File: src/rtl/mem_bus_arbiter_pkg.sv
// Shared encodings for the memory bus arbiter: request types, read owner IDs,
// and the read/write FSM state types.
package mem_bus_arbiter_pkg;

   localparam logic [2:0] RD_TYPE_WORD = 3'b010;
   localparam logic [2:0] RD_TYPE_LINE = 3'b100;

   localparam logic [2:0] WR_TYPE_BYTE = 3'b000;
   localparam logic [2:0] WR_TYPE_HALF = 3'b001;
   localparam logic [2:0] WR_TYPE_WORD = 3'b010;
   localparam logic [2:0] WR_TYPE_LINE = 3'b100;

   localparam logic OWNER_IC = 1'b0;
   localparam logic OWNER_DC = 1'b1;

   typedef enum logic [1:0] {R_IDLE, R_REQ, R_DATA} rd_state_t;
   typedef enum logic [1:0] {W_IDLE, W_REQ, W_RESP} wr_state_t;

endpackage

File: src/rtl/mem_bus_arbiter_streak.sv
// Read grant selection: DCache first, but after MAX_STREAK DCache grants
// with an ICache read waiting, the ICache gets the next grant.
module streak_arbiter #(
   parameter int unsigned MAX_STREAK = 4
) (
   input  logic clk,
   input  logic resetn,
   input  logic en,
   input  logic ic_req,
   input  logic ic_elig,
   input  logic dc_req,
   input  logic dc_elig,
   output logic gnt_ic,
   output logic gnt_dc
);

   localparam int unsigned CW = $clog2(MAX_STREAK + 1);

   logic [CW-1:0] streak_q, streak_d;
   logic          at_max;
   logic          ic_ok, dc_ok;

   assign at_max = (streak_q == CW'(MAX_STREAK));
   assign ic_ok  = ic_req & ic_elig;
   assign dc_ok  = dc_req & dc_elig;

   always_comb begin
      gnt_ic   = 1'b0;
      gnt_dc   = 1'b0;
      streak_d = streak_q;
      if (en) begin
         if (ic_ok && (at_max || !dc_ok)) gnt_ic = 1'b1;
         else if (dc_ok)                  gnt_dc = 1'b1;
      end
      if (!ic_req || gnt_ic)       streak_d = '0;
      else if (gnt_dc && !at_max)  streak_d = streak_q + 1'b1;
   end

   always_ff @(posedge clk or negedge resetn) begin
      if (!resetn) streak_q <= '0;
      else         streak_q <= streak_d;
   end

endmodule

File: src/rtl/mem_bus_arbiter.sv
// Shares one memory bus between ICache reads and DCache reads/writes; reads
// and writes run on independent FSMs, with reads held off lines being written.
module mem_bus_arbiter
   import mem_bus_arbiter_pkg::*;
#(
   parameter int unsigned MAX_STREAK = 4,
   parameter int unsigned ADDR_W     = 32,
   parameter int unsigned LINE_OFF_W = 4
) (
   input  logic              clk,
   input  logic              resetn,
   input  logic              ic_rd_req,
   input  logic [2:0]        ic_rd_type,
   input  logic [ADDR_W-1:0] ic_rd_addr,
   output logic              ic_rd_rdy,
   output logic              ic_ret_valid,
   output logic              ic_ret_last,
   output logic [31:0]       ic_ret_data,
   input  logic              dc_rd_req,
   input  logic [2:0]        dc_rd_type,
   input  logic [ADDR_W-1:0] dc_rd_addr,
   output logic              dc_rd_rdy,
   output logic              dc_ret_valid,
   output logic              dc_ret_last,
   output logic [31:0]       dc_ret_data,
   input  logic              dc_wr_req,
   input  logic [2:0]        dc_wr_type,
   input  logic [ADDR_W-1:0] dc_wr_addr,
   input  logic [3:0]        dc_wr_wstrb,
   input  logic [127:0]      dc_wr_data,
   output logic              dc_wr_rdy,
   output logic              mem_rd_req,
   output logic              mem_rd_id,
   output logic [2:0]        mem_rd_type,
   output logic [ADDR_W-1:0] mem_rd_addr,
   input  logic              mem_rd_rdy,
   input  logic              mem_ret_valid,
   input  logic              mem_ret_last,
   input  logic [31:0]       mem_ret_data,
   output logic              mem_wr_req,
   output logic [2:0]        mem_wr_type,
   output logic [ADDR_W-1:0] mem_wr_addr,
   output logic [3:0]        mem_wr_wstrb,
   output logic [127:0]      mem_wr_data,
   input  logic              mem_wr_rdy,
   input  logic              mem_wr_done
);

   rd_state_t         r_state_q, r_state_d;
   logic [ADDR_W-1:0] rd_addr_q, rd_addr_d;
   logic [2:0]        rd_type_q, rd_type_d;
   logic              rd_owner_q, rd_owner_d;

   wr_state_t         w_state_q, w_state_d;
   logic [ADDR_W-1:0] wr_addr_q, wr_addr_d;
   logic [2:0]        wr_type_q, wr_type_d;
   logic [3:0]        wr_wstrb_q, wr_wstrb_d;
   logic [127:0]      wr_data_q, wr_data_d;

   logic wr_busy, wr_acc, ic_elig, dc_elig, gnt_ic, gnt_dc;

   // Ready strobes are gated by resetn so every output reads 0 while reset is held.
   assign dc_wr_rdy = resetn & (w_state_q == W_IDLE);
   assign wr_busy   = (w_state_q == W_REQ) || (w_state_q == W_RESP);
   assign wr_acc    = dc_wr_req & dc_wr_rdy;

   assign ic_elig = !((wr_busy && ic_rd_addr[ADDR_W-1:LINE_OFF_W] == wr_addr_q[ADDR_W-1:LINE_OFF_W]) ||
                      (wr_acc  && ic_rd_addr[ADDR_W-1:LINE_OFF_W] == dc_wr_addr[ADDR_W-1:LINE_OFF_W]));
   assign dc_elig = !((wr_busy && dc_rd_addr[ADDR_W-1:LINE_OFF_W] == wr_addr_q[ADDR_W-1:LINE_OFF_W]) ||
                      (wr_acc  && dc_rd_addr[ADDR_W-1:LINE_OFF_W] == dc_wr_addr[ADDR_W-1:LINE_OFF_W]));

   streak_arbiter #(.MAX_STREAK(MAX_STREAK)) u_streak (
      .clk     (clk),
      .resetn  (resetn),
      .en      (resetn && r_state_q == R_IDLE),
      .ic_req  (ic_rd_req),
      .ic_elig (ic_elig),
      .dc_req  (dc_rd_req),
      .dc_elig (dc_elig),
      .gnt_ic  (gnt_ic),
      .gnt_dc  (gnt_dc)
   );

   assign ic_rd_rdy   = gnt_ic;
   assign dc_rd_rdy   = gnt_dc;
   assign mem_rd_id   = rd_owner_q;
   assign mem_rd_type = rd_type_q;
   assign mem_rd_addr = rd_addr_q;

   always_comb begin
      r_state_d    = r_state_q;
      rd_addr_d    = rd_addr_q;
      rd_type_d    = rd_type_q;
      rd_owner_d   = rd_owner_q;
      mem_rd_req   = 1'b0;
      ic_ret_valid = 1'b0;
      ic_ret_last  = 1'b0;
      ic_ret_data  = '0;
      dc_ret_valid = 1'b0;
      dc_ret_last  = 1'b0;
      dc_ret_data  = '0;
      case (r_state_q)
         R_IDLE: begin
            if (gnt_ic) begin
               rd_addr_d  = ic_rd_addr;
               rd_type_d  = ic_rd_type;
               rd_owner_d = OWNER_IC;
               r_state_d  = R_REQ;
            end else if (gnt_dc) begin
               rd_addr_d  = dc_rd_addr;
               rd_type_d  = dc_rd_type;
               rd_owner_d = OWNER_DC;
               r_state_d  = R_REQ;
            end
         end
         R_REQ: begin
            mem_rd_req = 1'b1;
            if (mem_rd_rdy) r_state_d = R_DATA;
         end
         R_DATA: begin
            if (rd_owner_q == OWNER_DC) begin
               dc_ret_valid = mem_ret_valid;
               dc_ret_last  = mem_ret_last;
               dc_ret_data  = mem_ret_data;
            end else begin
               ic_ret_valid = mem_ret_valid;
               ic_ret_last  = mem_ret_last;
               ic_ret_data  = mem_ret_data;
            end
            if (mem_ret_valid && mem_ret_last) r_state_d = R_IDLE;
         end
         default: r_state_d = R_IDLE;
      endcase
   end

   assign mem_wr_type  = wr_type_q;
   assign mem_wr_addr  = wr_addr_q;
   assign mem_wr_wstrb = wr_wstrb_q;
   assign mem_wr_data  = wr_data_q;

   always_comb begin
      w_state_d  = w_state_q;
      wr_addr_d  = wr_addr_q;
      wr_type_d  = wr_type_q;
      wr_wstrb_d = wr_wstrb_q;
      wr_data_d  = wr_data_q;
      mem_wr_req = 1'b0;
      case (w_state_q)
         W_IDLE: begin
            if (wr_acc) begin
               wr_addr_d  = dc_wr_addr;
               wr_type_d  = dc_wr_type;
               wr_wstrb_d = dc_wr_wstrb;
               wr_data_d  = dc_wr_data;
               w_state_d  = W_REQ;
            end
         end
         W_REQ: begin
            mem_wr_req = 1'b1;
            if (mem_wr_rdy) w_state_d = W_RESP;
         end
         W_RESP: if (mem_wr_done) w_state_d = W_IDLE;
         default: w_state_d = W_IDLE;
      endcase
   end

   always_ff @(posedge clk or negedge resetn) begin
      if (!resetn) begin
         r_state_q  <= R_IDLE;
         rd_addr_q  <= '0;
         rd_type_q  <= '0;
         rd_owner_q <= 1'b0;
         w_state_q  <= W_IDLE;
         wr_addr_q  <= '0;
         wr_type_q  <= '0;
         wr_wstrb_q <= '0;
         wr_data_q  <= '0;
      end else begin
         r_state_q  <= r_state_d;
         rd_addr_q  <= rd_addr_d;
         rd_type_q  <= rd_type_d;
         rd_owner_q <= rd_owner_d;
         w_state_q  <= w_state_d;
         wr_addr_q  <= wr_addr_d;
         wr_type_q  <= wr_type_d;
         wr_wstrb_q <= wr_wstrb_d;
         wr_data_q  <= wr_data_d;
      end
   end

endmodule

File: config.mk
export PLATFORM = sky130hd
export DESIGN_NAME = mem_bus_arbiter
export DESIGN_NICKNAME = d
export VERILOG_FILES = /design/src/rtl/mem_bus_arbiter_pkg.sv /design/src/rtl/mem_bus_arbiter_streak.sv /design/src/rtl/mem_bus_arbiter.sv
export SDC_FILE = /design/constraint.sdc
export NUM_CORES = 1
export LEC_CHECK = 0
export ABC_AREA = 0
export ABC_CLOCK_PERIOD_IN_PS = 2450
export CORE_AREA = 2 2 217 219
export CTS_BUF_LIST = sky130_fd_sc_hd__clkbuf_4 sky130_fd_sc_hd__clkbuf_8 sky130_fd_sc_hd__clkbuf_16
export DETAILED_ROUTE_END_ITERATION = 8
export DIE_AREA = 0 0 219 221
export PLACE_DENSITY = 0.6
export SLEW_MARGIN = 20
export SYNTH_ARGS = -nofsm -noshare
export SYNTH_HDL_FRONTEND = slang
export SYNTH_SLANG_ARGS = --single-unit
File: constraint.sdc
create_clock -name clk -period 2.45 [get_ports clk]
set_input_delay 0.245 -clock clk [delete_from_list [all_inputs] [get_ports clk]]
set_output_delay 0.245 -clock clk [all_outputs]
set_load 0.01 [all_outputs]
== After elaboration in Yosys (flattened, before gate mapping) ==
Cells that the tools add are included.
Word-level totals
  output and inout bits: 276
  word-level logic and storage cells: 92
  bits of input ports: 279
  register bits: 210
Operators by class
  bitwise operators: 4
  reductions and logical operators: 26
  add/subtract/negate cells: 1
  equal/unequal tests: 15
  muxes and demuxes: 36
Operator list (count)
  32-bit two-way mux: 6
  28-bit == test: 4
  1-bit two-way mux: 17
  2-bit two-way mux: 7
  3-bit two-way mux: 4
  2-bit one-hot mux with 3 select lines: 2
  2-bit inequality test, second input constant: 5
  1-bit logical AND: 8
  3-bit AND reduction: 2
  1-bit zero test: 5
  1-bit logical OR: 5
  1-bit bitwise AND: 4
  2-bit by 1-bit == test with 1-bit output, second input constant: 2
  2-bit == test, second input constant: 2
  2-bit zero test: 2
  2-bit AND reduction: 2
  2-bit nonzero test: 2
  3-bit by 1-bit adder with 3-bit output, second input constant: 1
  3-bit == test, second input constant: 1
  3-bit inequality test, second input constant: 1

== Depth between registers and ports, before layout ==
Gate-level depths: netlist of the first run.
  depth after elaboration: 15
  gate-level depth with buffers: 11
  depth with buffers taken out: 10

== Modules after synthesis ==
From an unflattened synthesis of the first run, not the netlist that was laid out.
Unflattened totals
  cells, all modules: 1146
  area, all modules: 10069.7 µm²
By module, submodules not included
  mem_bus_arbiter: times used 1, cells each 1118, area each 9823.2 µm², seq. area each 5180.0 µm²
  streak_arbiter: times used 1, cells each 28, area each 246.5 µm², seq. area each 75.1 µm²

== Worst setup path before layout of the first run ==
Ideal clock, no wire load.
  kind: register to register
  from: reg wr_addr_q[13] (netlist: mem_wr_addr[13])
  to: reg rd_addr_q[0] (netlist: mem_rd_addr[0])
  data required time: 2324 ps
  stages on the path, launching flop included: 10
  arrival: 2365 ps
  period minus slack after synthesis: 2491 ps
  path buffers: 2
  setup slack: -41 ps
  library setup time: 126 ps
  cell sequence: dfrtp_1 > xor2_1 > nor4_1 > nand2_1 > nor4_4 > nor3_2 > or3_1 > buf_4 > buf_6 > a311o_1
Between the ends
  word-level cells in the longest chain between the ends: 12
  elaborated cells between the ends (all ways): 21
  classes of those cells: 2 x eq/ne; 6 x mux; 2 x bitwise; 11 x reduce/logical
Ends and longest elaborated chain
  start: declaration: line mem_bus_arbiter.sv:55  | logic [ADDR_W-1:0] wr_addr_q, wr_addr_d;
  start signal: assignment: line mem_bus_arbiter.sv:184  | wr_addr_q <= wr_addr_d;
  28-bit == test: line mem_bus_arbiter.sv:69  | assign dc_elig = !((wr_busy && dc_rd_addr[ADDR_W-1:LINE_OFF_W] == wr_addr_q[ADDR_W-1:LINE_OFF_W]) ||
  1-bit logical AND: line mem_bus_arbiter.sv:69
  1-bit logical OR: line mem_bus_arbiter.sv:69
  1-bit zero test: line mem_bus_arbiter.sv:69
  1-bit bitwise AND: line mem_bus_arbiter_streak.sv:25  | assign dc_ok = dc_req & dc_elig;
  1-bit zero test: line mem_bus_arbiter_streak.sv:32  | if (ic_ok && (at_max || !dc_ok)) gnt_ic = 1'b1;
  1-bit logical OR: line mem_bus_arbiter_streak.sv:32
  1-bit logical AND: line mem_bus_arbiter_streak.sv:32
  1-bit two-way mux: line mem_bus_arbiter_streak.sv:32
  1-bit two-way mux: line mem_bus_arbiter_streak.sv:31  | if (en) begin
  2-bit nonzero test (no source line)
  2-bit AND reduction (no source line)
  end signal: assignment: line mem_bus_arbiter.sv:180  | rd_addr_q <= rd_addr_d;
  end: declaration: line mem_bus_arbiter.sv:50  | logic [ADDR_W-1:0] rd_addr_q, rd_addr_d;
Several ways; a longest one is shown, not always the timed one.
A chain may end at the register's enable or synchronous reset.

== Worst setup path after layout of the first run ==
  from: reg wr_addr_q[21] (netlist: mem_wr_addr[21])
  to: out ic_rd_rdy
Between the ends
  word-level cells in the longest chain between the ends: 10
  elaborated cells between the ends (all ways): 15
  classes of those cells: 2 x eq/ne; 2 x mux; 2 x bitwise; 9 x reduce/logical
Ends and longest elaborated chain
  28-bit == test: line mem_bus_arbiter.sv:69
  1-bit logical AND: line mem_bus_arbiter.sv:69
  1-bit logical OR: line mem_bus_arbiter.sv:69
  1-bit zero test: line mem_bus_arbiter.sv:69
  1-bit bitwise AND: line mem_bus_arbiter_streak.sv:25
  1-bit zero test: line mem_bus_arbiter_streak.sv:32
  1-bit logical OR: line mem_bus_arbiter_streak.sv:32
  1-bit logical AND *: line mem_bus_arbiter_streak.sv:32
  1-bit two-way mux *: line mem_bus_arbiter_streak.sv:32
  1-bit two-way mux *: line mem_bus_arbiter_streak.sv:31
  end: declaration: line mem_bus_arbiter.sv:15  | output logic ic_rd_rdy,
Every way passes the cells marked *; elsewhere a longest branch is shown, timed or not.

==> flow_summary.yaml, run 1 <==
cells_and_area:
  syn_to_final_growth_pct: 81.5
  nNetsFinal: 1758
  final_common_cell: "clkdlybuf4s50_1"
  drive_above_1_share_pct: 25.2
  seq_area_mm2: 0.00526
  multi_input_area_mm2: 0.00487
  fillers: 4480
  final_cell_mix: "clkdlybuf4s50_1, dfrtp_1, mux2_2, buf_4"
  fin_area_mm2: 0.0186
sta:
  setup_tns_ns: -11.75
  fin_crit_ns: 3.01
  setup_slack_ns: -0.563
  rsz0062_at_grt: "true"
  final.period_utilization_pct: 123
  slew_headroom_pct: 37.2
  finClkSkew_ns: 0.0272
  max_freq_ghz: 0.332
  tightestPinTransition_ns: 0.942
  hold_viol_final: 0
  setup_viol: 41
  drv_slew: 0
clocking:
  cts_tree: "done"
  clk_pin_slew_ns: 0.06
  cts-root-buf: "clkbuf_16"
  clk_latency_ns: 0.56
  max-clock-path-buffers: 3
  cts_made_buffers: 27
  cts.htree.levels: 1
  cts.sinks: 210
synthesis:
  synthCells: 806
  yosysUniqueCellTypes: 34
  syn_area_mm2: 0.0102
  synth_area_per_cell_um2: 12.7
  ys_top_cells_by_area: "dfrtp_1, mux2_2, xor2_1"
  syn-num-nets: 1091
  synth_top_cell_area_share_pct: 51.4
  yosysWarnings: 0
  synth-xor-area-share_pct: 9.59
  synth-seq-cells: 210
  yosys.area.top_type: "dfrtp_1"
  yosys.area_share.simple_pct: 13.1
  synth-compound-area-share_pct: 4.28
  synth_top_family_by_area: "multiplexers"
  synth_adder_area_share_pct: 0.734
  synthMuxAreaShare_pct: 18.5
  ys_seq_area_share_pct: 51.4
critical_path:
  setup.worst_path.class: "reg2out"
  cp.arrival_ns: 2.77
  cp_max_fo: 3
  crit_required_ns: 2.20
  cp-start-kind: "flop"
  end_kind: "primary output"
routing:
  ant_nets: 0
  drt-vias-per-instance: 4.57
  drtIter0Drc: 434
  routed_wl_um: 50800
  vias: 9616
  drc: 0
  first_pass_iters: 5
  wl_per_cell_um: 24.2
place:
  dpl_cell_area_mm2: 0.0172
  place.gp.congestion: 0.879
  dp_hpwl_um: 38600
  port_buffers: 554
run:
  maxCapViolCount: 0
floorplan:
  rows: 79
  dieArea_mm2: 0.0484
  die_w_um: 219
  start_util_pct: 22.2
  coreArea_mm2: 0.0461
  die_h_um: 221
  io_pins: 555
worst_hold_path:
  hold_path.class: "in2reg"
pwr:
  p_leak_nw: 8.01
  peakVddDrop_mv: 0.763
  powerDensity_mw_per_mm2: 1130
global_routing:
  grt_pass1_vias: 10341
  antenna_found_initial: 12
  grt_pass1_wl_um: 70700
  grt_start_max_net_pins: 140
  grt_usage_pct: 19.8
  grt_remaining_overflow: 0
outcome:
  violations: "negative setup slack"
  status: "complete, but fails checks"
[flip-flops by register name, indices dropped and copies added, names as in the netlist]
name / flops
mem_wr_data: 128
r_state_q: 2
mem_wr_type: 3
mem_wr_wstrb: 4
mem_rd_addr: 32
mem_rd_type: 3
mem_wr_addr: 32
mem_rd_id: 1
w_state_q: 2
u_streak.streak_q: 3
[synth_stat cells, drive strengths merged]
master	count
a41oi	1
and3	35
and3b	1
nand2	9
xor2	71
nand3	5
dfrtp	210
nor2	4
nor3b	1
nand4	13
xnor2	41
nor2b	2
nor4b	35
mux2	168
and2	71
buf	7
o31ai	1
a211oi	3
o21ai	5
nor3	5
inv	9
clkbuf	42
or3	3
a211o	1
ha	6
a21oi	3
a311o	35
nor4	19
[logic make-up after synthesis]
logic type,after synthesis
buffers and inverters,58
AO/OA/AOI/OAI,49
multiplexers,168
XOR/XNOR,112
adder cells (fa/ha/maj),6
flip-flops,210
AND/OR/NAND/NOR,203
[timing repair]
item	4_1_cts	5_1_grt
hold buffers	1	0
hold endpoints to repair	16	0
gates cloned	4	7
gates resized for setup	105	23
setup buffers	11	7
setup endpoints to repair	176	75
pin swaps	6	9
[worst paths after layout]
path | startpoint | to | slack, ns | cells after the start
hold / removal | dc_wr_data[38] | mem_wr_data[38] | 0.29 | 2
min in group asynchronous | resetn | w_state_q[1] | 0.40 | 4
max in group asynchronous | resetn | mem_rd_addr[26] | 0.86 | 5
hold reg to reg | mem_wr_data[27] | mem_wr_data[27] | 0.50 | 1
setup reg to reg | mem_wr_addr[21] | mem_rd_addr[26] | -0.35 | 10
setup / recovery | mem_wr_addr[21] | ic_rd_rdy | -0.56 | 9
[final cells by class]
class	count	share of cell area, %
diodes	5	0.0674
clock buffers	36	4.21
clock inverters	10	0.877
inverters	9	0.196
multi-input cells	538	26.2
flip-flops and latches	210	28.3
well taps	607	4.09
repair buffers	687	36.0
[metal layers]
layer  routed length [um]  GRT usage (%)
met1                17400           20.5
met5                   71              0
met3                 5190           6.64
met2                26100           36.6
met4                 2090           7.37
[metrics by stage]
step	setup slack, ns	utilization, %	hold WS (ns)	power (mW)	cells
CTS	-0.492	39.7	0.264	21.1	2084
floorplan	-0.00790	-	-0.0506	9.96	806
finish	-0.563	40.3	0.290	21.0	2102
global placement	-0.959	37.3	0.374	16.4	2022
global route	-0.577	40.3	0.271	22.0	2101
detailed placement	-0.950	37.3	0.380	16.5	2022
[critical path, stage by stage (launching register included)]
cell,delay [ns]
dfrtp_1,0.41
xor2_1,0.17
nor4_2,0.46
nand4_1,0.22
nor4_4,0.20
buf_4,0.17
nor3_4,0.04
or3_4,0.36
inv_4,0.08
buf_6,0.10
[power by group]
part	leakage [nW]	internal, mW	switching, mW
clock network	0.463	2.64	1.63
registers	2.52	5.20	1.06
logic	5.03	6.04	4.38
total	8.01	13.9	7.07
(Power assumes the default switching activity.)
==> run 2, diff against run 1 <==
CTS_CLUSTER_DIAMETER = 30   (was unset)
==> flow_summary.yaml, run 2 (same netlist as run 1, synthesis figures left out) <==
outcome:
  status: "complete, but fails checks"
  violations: "negative setup slack"
sta:
  fin_crit_ns: 3.00
  whs_ns: 0.264
  hold_viol_final: 0
  setup_slack_ns: -0.546
  tightestPinTransition_ns: 0.838
  finClkSkew_ns: 0.0312
  rsz0062_at_grt: "true"
  max_freq_ghz: 0.334
  slew_headroom_pct: 44.1
  setup_viol: 40
  final.period_utilization_pct: 122
  drv_slew: 0
floorplan:
  coreArea_mm2: 0.0461
  start_util_pct: 22.2
  dieArea_mm2: 0.0484
  rows: 79
  io_pins: 555
  die_w_um: 219
  die_h_um: 221
pwr:
  p_comb_share_pct: 41.4
  p_sw_mw: 7.75
  p_clk_share_pct: 33.4
  peakVddDrop_mv: 0.981
  switching_share_pct: 31.2
  powerDensity_mw_per_mm2: 1270
  internal-power_mw: 17.1
  p_leak_nw: 8.53
  seqPwrFrac_pct: 25.3
  power_mw: 24.8
clocking:
  cts_made_buffers: 59
  max-clock-path-buffers: 3
  cts.sinks: 210
  cts_tree: "done"
  clk_latency_ns: 0.59
  cts.htree.levels: 2
  cts-root-buf: "clkbuf_16"
  clk_pin_slew_ns: 0.04
place:
  dp_hpwl_um: 38600
  port_buffers: 554
  pre_cts_slack_ns: -0.950
  dpl_cell_area_mm2: 0.0172
  place.gp.congestion: 0.879
  dp.cells: 2022
critical_path:
  r2r_setup_slack_ns: -0.37
  setup.worst_path.class: "reg2out"
  cp.arrival_ns: 2.75
  cp_max_fo: 2
  cp-start-kind: "flop"
  crit_required_ns: 2.20
  end_kind: "primary output"
global_routing:
  grt_usage_pct: 20.3
  grt_remaining_overflow: 0
  antenna_found_initial: 11
  grt_pass1_wl_um: 72000
  grt_pass1_vias: 10670
  grt_start_max_net_pins: 140
cells_and_area:
  fin_area_mm2: 0.0196
  instances_no_fill: 2155
  nNetsFinal: 1781
  drive_above_1_share_pct: 27.7
  syn_to_final_growth_pct: 91.3
  final_cell_mix: "clkdlybuf4s50_1, dfrtp_1, mux2_2, buf_4"
  largest_register_ff_count: 128
  final_common_cell: "clkdlybuf4s50_1"
routing:
  first_pass_iters: 5
  vias: 9680
  routed_wl_um: 50300
  drtIter0Drc: 374
  drt-vias-per-instance: 4.49
  wl_per_cell_um: 23.3
  drc: 0
  ant_nets: 0
run:
  maxCapViolCount: 0
worst_hold_path:
  hold_path.class: "in2reg"
-- run 2: cell count changes in the layout (fill, tap and decap cells not counted), moves of 3 or more --
cell	before	now
clkbuf_16	30	60
clkbuf_8	6	12
clkinv_2	2	13
bufinv_16	4	11
buf_2	0	4
buf_6	12	9
clkbuf_4	3	6
-- run 2: power by group through the flow --
stage	sequential, mW	combinational, mW	clock [mW]
floorplan	7.04	2.92	0
CTS	6.30	10.4	8.43
finish	6.28	10.3	8.29
global placement	6.24	10.1	0
detailed placement	6.30	10.2	0
global route	6.50	10.9	8.64
-- run 2: cell type report --
cell class                 count  area (um^2)
fill                        4380        26500
sequential                   210         5260
inverter                       9         36.3
antenna                        5         12.5
multi-input combinational    538         4840
timing repair buffer         678         6490
tap                          607          759
clock inverter                31          474
clock buffer                  77         1690
-- run 2: critical path, stage by stage, from the launching register on --
cell and delay, ns:
dfrtp_1 0.40, xor2_1 0.16, nor4_2 0.44, nand4_1 0.22
nor4_4 0.20, buf_4 0.17, nor3_4 0.04, or3_4 0.35
inv_4 0.08, buf_6 0.10
-- run 2: path summary, 6_finish.rpt --
| kind | depth (start not counted) | endpoint | startpoint |
|---|---|---|---|
| worst max-delay path | 9 | ic_rd_rdy | mem_wr_addr[21] |
| worst min-delay path | 2 | mem_wr_data[8] | dc_wr_data[8] |
| worst max register to register | 9 | mem_rd_addr[26] | mem_wr_addr[21] |
| worst min register to register | 1 | mem_wr_data[27] | mem_wr_data[27] |
| max in group asynchronous | 5 | mem_rd_addr[26] | resetn |
| min in group asynchronous | 4 | w_state_q[0] | resetn |
-- run 2: repair_timing --
item | CTS | global route
hold buffers | 1 | 0
buffers inserted | 12 | 3
hold endpoints to repair | 16 | 0
gates resized for setup | 119 | 6
pin swaps | 9 | 6
setup endpoints to repair | 179 | 74
cloned | 4 | 1
-- run 2: metrics by stage --
stage | TNS (ns) | util (%)
2_1_floorplan | -0.237 | -
3_3_place_gp | -46.66 | 37.3
3_5_place_dp | -46.82 | 37.3
4_1_cts | -9.07 | 42.3
5_1_grt | -12.26 | 42.5
6_report | -11.59 | 42.5
-- run 2: layer usage --
| layer | wire, um | share of wire [%] | track usage [%] |
|---|---|---|---|
| met1 | 17200 | 34 | 20.7 |
| met2 | 25700 | 51 | 36.4 |
| met3 | 5230 | 10 | 7.62 |
| met4 | 2030 | 4.0 | 9.24 |
| met5 | 75 | 0.15 | 0 |
